<file path="src/rtl/regfile_write_arbiter.sv">
// Two-requester register-file write arbiter with a 1-bit round-robin pointer
// and read-port hazard flags. Optional: define X0_WRITE_DROP_EN to suppress writes to x0.
module regfile_write_arbiter (
    input  logic        clk,
    input  logic        reset,
    input  logic        req0_valid,
    input  logic [4:0]  req0_addr,
    input  logic [31:0] req0_data,
    output logic        req0_ready,
    input  logic        req1_valid,
    input  logic [4:0]  req1_addr,
    input  logic [31:0] req1_data,
    output logic        req1_ready,
    output logic [4:0]  addrw,
    output logic        writeen,
    output logic [31:0] writeint,
    input  logic [4:0]  addr1,
    input  logic [4:0]  addr2,
    output logic        hz1,
    output logic        hz2,
    output logic        ptr
);

    // Handshake: a requester's write is taken in any cycle where its valid and
    // ready are both high; valid/addr/data must stay stable until then.

    logic        ptr_q, ptr_d;
    logic        writeen_q, writeen_d;
    logic [4:0]  addrw_q, addrw_d;
    logic [31:0] writeint_q, writeint_d;

    logic        grant0, grant1, accept, keep_write;
    logic [4:0]  sel_addr;
    logic [31:0] sel_data;

    always_comb begin
        grant0     = 1'b0;
        grant1     = 1'b0;
        sel_addr   = req0_addr;
        sel_data   = req0_data;
        ptr_d      = ptr_q;
        writeen_d  = 1'b0;
        addrw_d    = addrw_q;
        writeint_d = writeint_q;

        // A lone valid always wins; a tie goes to the requester ptr names.
        if (!reset) begin
            if (req0_valid && (!req1_valid || !ptr_q)) begin
                grant0 = 1'b1;
            end else if (req1_valid) begin
                grant1 = 1'b1;
            end
        end

        if (grant1) begin
            sel_addr = req1_addr;
            sel_data = req1_data;
        end

        accept = grant0 | grant1;

        if (grant0) begin
            ptr_d = 1'b1;
        end else if (grant1) begin
            ptr_d = 1'b0;
        end

`ifdef X0_WRITE_DROP_EN
        keep_write = accept && (sel_addr != 5'd0);
`else
        keep_write = accept;
`endif

        if (keep_write) begin
            writeen_d  = 1'b1;
            addrw_d    = sel_addr;
            writeint_d = sel_data;
        end
    end

    always_ff @(posedge clk) begin
        if (reset) begin
            ptr_q      <= 1'b0;
            writeen_q  <= 1'b0;
            addrw_q    <= 5'd0;
            writeint_q <= 32'd0;
        end else begin
            ptr_q      <= ptr_d;
            writeen_q  <= writeen_d;
            addrw_q    <= addrw_d;
            writeint_q <= writeint_d;
        end
    end

    assign req0_ready = grant0;
    assign req1_ready = grant1;
    assign addrw      = addrw_q;
    assign writeen    = writeen_q;
    assign writeint   = writeint_q;
    assign ptr        = ptr_q;

    // Hazard flags are forced low while reset is held.
    assign hz1 = !reset && writeen_q && (addrw_q == addr1);
    assign hz2 = !reset && writeen_q && (addrw_q == addr2);

endmodule

</file>
<file path="config.mk">
export PLATFORM = sky130hd
export DESIGN_NAME = regfile_write_arbiter
export DESIGN_NICKNAME = d
export VERILOG_FILES = /design/src/rtl/regfile_write_arbiter.sv
export SDC_FILE = /design/constraint.sdc
export NUM_CORES = 1
export LEC_CHECK = 0
export BUFFER_PORTS_ARGS = -buffer_cell sky130_fd_sc_hd__buf_2
export CORE_ASPECT_RATIO = 2
export CORE_UTILIZATION = 37
export DETAILED_ROUTE_END_ITERATION = 10
export GPL_TIMING_DRIVEN = 0
export PLACE_DENSITY = 0.76
export SYNTH_ARGS = -nofsm -noshare
export SYNTH_HDL_FRONTEND = slang
export SYNTH_SLANG_ARGS = --single-unit
</file>
<file path="constraint.sdc">
create_clock -name clk -period 1.35 [get_ports clk]
set_input_delay 0.0675 -clock clk [delete_from_list [all_inputs] [get_ports clk]]
set_output_delay 0.0675 -clock clk [all_outputs]
set_load 0.02 [all_outputs]
</file>
### After elaboration in Yosys (flattened, before gate mapping)

Cells that the tools add are included.
Widths: inputs -> output; s select.

* equality and inequality tests: 2
* muxes and demuxes: 10
* bitwise logic cells: 1
* reductions and logical operators: 9

Operators with widths (number)
* $mux 32: 1
* $eq 5x5->1: 2
* $mux 1: 8
* $mux 5: 1
* $logic_and 1x1->1: 4
* $logic_not 1->1: 3
* $reduce_bool 2->1: 1
* $logic_or 1x1->1: 1
* $or 1x1->1: 1

* register bits: 39
* input port bits: 88
* output and inout bits: 43
* word-level logic and storage cells: 26

### Longest topological paths before layout

* depth in word-level cells: 7
* gate-level depth with buffers: 6
* gate-level depth less buffers: 3

### Worst setup path before layout

OpenSTA, ideal clock, no wires.

* kind: flip-flop to flip-flop
* from: register ptr_q, in the netlist ptr
* to: register writeint_q[10], in the netlist writeint[10]
* library setup time: 0.122 ns
* arrival: 1.368 ns
* required time: 1.228 ns
* slack: -0.139 ns
* cell stages (with the launch flop): 5
* path buffers: 2
* clock period less this slack: 1.489 ns
* cell sequence: dfxtp_1 -> clkbuf_1 -> clkbuf_1 -> a2111oi_0 -> a221o_1

* longest elaborated chain between the ends: 6
* elaborated cells between the ends (all ways): 9
* those cells by class: 5 x mux; 1 x bitwise; 3 x reduce/logical

Ends and longest elaborated chain
* from (decl): RTL line 27 `logic ptr_q, ptr_d;`
* from (signal assigned): RTL line 88 `ptr_q <= ptr_d;`
* $logic_not 1->1 *: RTL line 48 `if (req0_valid && (!req1_valid || !ptr_q)) begin`
* $logic_or 1x1->1 *: RTL line 48
* $logic_and 1x1->1 *: RTL line 48
* $mux 1: RTL line 48
* $mux 1: RTL line 47 `if (!reset) begin`
* $mux 32 / $or 1x1->1 (equally long branches): RTL line 55, 60
* to (signal assigned): RTL line 91 `writeint_q <= writeint_d;`
* to (decl): RTL line 30 `logic [31:0] writeint_q, writeint_d;`

Mark *: on every way between the ends. The rest lies on a longest branch, timed or not.
A chain may end at the register's enable or synchronous reset.

### Worst setup path in the final report

* from: register ptr_q, in the netlist ptr
* to: register writeint_q[5], in the netlist writeint[5]

The elaborated chain is that of the path after synthesis.

==> results by group <==
Power
  – Clock power share: ~28%
  – P_int: 1.97 mW
  – Sw power: 0.909 mW
  – Worst VDD drop: roughly 0.00060 V
  – PwrDens: approximately 940 nW/µm²
  – Sw Share: between 30% and 40%
  – Leak: roughly 1.5 nW
  – Sequential Power Share: a little under half
  – Logic pwr share: a little over a quarter

Synth
  – Sequential area share after synthesis: a little over 40%
  – Synth cell types: 19
  – Syn_nets: ~290
  – Gate Count Post-Synth: roughly 200
  – Synth Register Bits: 39
  – Syn Std Cell Area: about 1900 µm²
  – Avg Cell Area, Syn: approximately 9.6 µm²
  – Synth warn: 0
  – Leading area contributor after synthesis: dfxtp_1
  – Yosys top cell area share: about two fifths
  – Area contributors post-synth: dfxtp_1, a221o_1, a2111oi_0

Routing
  – Final WL: a little under 7000 µm
  – Met3 routed WL: 297 µm
  – WL/cell: ~16 µm
  – Drt first-iter violations: 45
  – Met1 WL: 2410 µm
  – Max layer used: met4
  – Via count: about 2300
  – Final ANT Viol Nets: 0
  – DRC viols: 0
  – Routed wl met2: 3790 µm
  – Vias per inst: approximately 5.4
  – First-pass DRT Iterations: 5

Final layout
  – Most frequent cells in the layout: buf_2, inv_1, a221o_1
  – Layout area overhead: 61.9%
  – Post-Layout Inst Area: around 3100 µm²
  – Final core occ: between 60% and 70%
  – Commonest non-fill, non-tap cell in the layout: buf_2
  – Ratio of cells with drive above 1 in the final layout: between 40% and 50%
  – Final net count: 444
  – Antenna diodes: 0
  – # fillers: about 460

Timing
  – Worst slew margin: around two thirds
  – RSZ-0062 raised after global routing: yes
  – Setup Skew: around 0.0049 ns
  – Final hold violations: 1
  – Fmax: about 740 MHz
  – Final hold slack: -0.000843 ns
  – Max-slew violations: 0
  – Final setup margin: approximately 0.0009 ns
  – Clock period minus final worst setup slack: about 1.3 ns
  – Final period utilization: 99.9%
  – Setup violations, final: 0
  – Slew @ Worst Pin: between 0.4 and 0.5 ns

Clocking
  – H-Tree Depth: 2
  – Clock root buffer: clkbuf_8
  – Clock transition at path regs: around 0.080 ns
  – CTS tree: built
  – Clock Latency Late Sink: between 0.2 and 0.3 ns
  – Num CTS Buffers: 5
  – CTS sink cnt: 39
  – Max clock buf depth: 2

Critical path
  – Worst-path fanout max: 7
  – CP startpoint: ptr$_SDFFE_PP0P_
  – Arr. time, crit path: roughly 1.5 ns
  – FF-to-FF setup slack: a little over 0.0009 ns
  – Worst R2R End: writeint[5]$_SDFFE_PP0P_
  – Worst r2r src: ptr$_SDFFE_PP0P_
  – Worst Path Required: around 1.5 ns
  – Reg2Reg Depth: 4
  – Worst setup EP type: flip-flop
  – Worst Setup Start Kind: flip-flop
  – WS Path Type: flip-flop to flip-flop
  – Worst Setup EP: writeint[5]$_SDFFE_PP0P_

Global route
  – Initial antenna violation count: 0
  – GRT Util Overall: ~24%
  – Vias in the first global route: 2240
  – First-pass GRT wire length: 9890 µm
  – GRT Residual Overflow: 0
  – Largest net degree at the start of global routing: 20

Outcome
  – Status: finished, violations left
  – Violated checks: negative hold slack

Floorplan
  – Die height: between 100 and 150 µm
  – Std-Cell Rows: 36
  – Die W: 52.7 µm
  – Starting Density: between 30 and 40%
  – Die area: ~5400 µm²
  – Core Area: between 4000 and 5000 µm²
  – I/O pins: about 130

Place
  – Post-DP HPWL: 4590 µm
  – DP Worst Slack: -0.195 ns
  – Placer Congestion: ~0.8
  – I/O Buffers: 130
  – Dpl cell area: roughly 2600 µm²

Worst hold path
  – HP Start: req1_data[14]
  – Min-delay worst type: input port to flip-flop

Flow run
  – Max Cap Viol: 0
## metal layers
layer,vias to the layer above,global-route usage [%]
met2,94,44.4
li1,1094,-
met1,1043,24.9
met3,25,4.53
met5,-,0
met4,0,13.0
## state kept, by name, indices dropped and copies added (netlist names)
signal    flops
addrw         5
ptr           1
writeen       1
writeint     32
## timing repair
item                       CTS  global route
hold endpoints to repair    19             1
resized for setup           18            19
cloned                       0             2
setup endpoints to repair   32            28
buffers inserted             2             0
pin swaps                    3            25
hold buffers                19             1
## synth_stat cells
library cell  instances
clkbuf_1             18
and2_1                1
inv_1                38
buf_6                 4
inv_2                 1
nand4_1               2
buf_2                 1
o21a_1                1
a21oi_1               1
dfxtp_1              39
xnor2_1               8
a221o_1              37
nor2_1                2
o211a_1               1
a2111oi_0            37
xor2_1                2
nand2_1               1
nor3_1                2
nor3_2                1
## critical path: stages, from the launching register on
cell,delay [ns]
dfxtp_4,0.37
o211a_1,0.23
buf_6,0.16
clkbuf_16,0.15
a221o_1,0.33
## cell type report
class	count	area (µm²)	area share, %
Buffer	21	136	4.43
Tap cell	57	71.3	2.32
Inverter	39	146	4.76
Clock inverter	3	15.0	0.488
Multi-Input combinational cell	96	905	29.4
Sequential cell	39	793	25.8
Timing Repair Buffer	154	940	30.6
Clock buffer	5	68.8	2.24
## through the flow
stage | TNS, ns | std cells | power, mW
floorplan | 0 | 197 | 1.70
global placement | -5.82 | 384 | 1.99
detailed placement | -5.13 | 384 | 2.00
CTS | 0 | 412 | 2.86
global route | -0.483 | 414 | 3.03
finish | 0 | 414 | 2.88
## kinds of logic (layout without fill, tap and decap cells)
family	count (synthesis)	after routing	share of synthesized area, %
AOI/OAI and AO/OA	77	77	37.7
DFF	39	39	41.1
xor gates and xnor gates	10	10	4.61
and+or+nand+nor	9	9	2.64
buffers and inverters	62	222	13.9
## power by group through the flow
stage               Combinational, mW  Clock (mW)  Sequential [mW]
finish                          0.777       0.793             1.31
global route                    0.841       0.860             1.33
CTS                             0.739       0.812             1.31
detailed placement              0.670           0             1.33
global placement                0.662           0             1.33
floorplan                       0.256           0             1.45
## how the worst min path moves through the flow
| stage | end | slack, ns | depth (start not counted) |
|---|---|---|---|
| floorplan | ptr$_SDFFE_PP0P_ | 0.18 | 1 |
| global placement | writeint[17]$_SDFFE_PP0P_ | 0.29 | 2 |
| detailed placement | writeint[9]$_SDFFE_PP0P_ | 0.30 | 2 |
| CTS | writeint[24]$_SDFFE_PP0P_ | 0.0003 | 2 |
| global route | writeint[12]$_SDFFE_PP0P_ | 0.0004 | 2 |
| finish | writeint[14]$_SDFFE_PP0P_ | -0.0008 | 2 |
(Power assumes the default switching activity.)
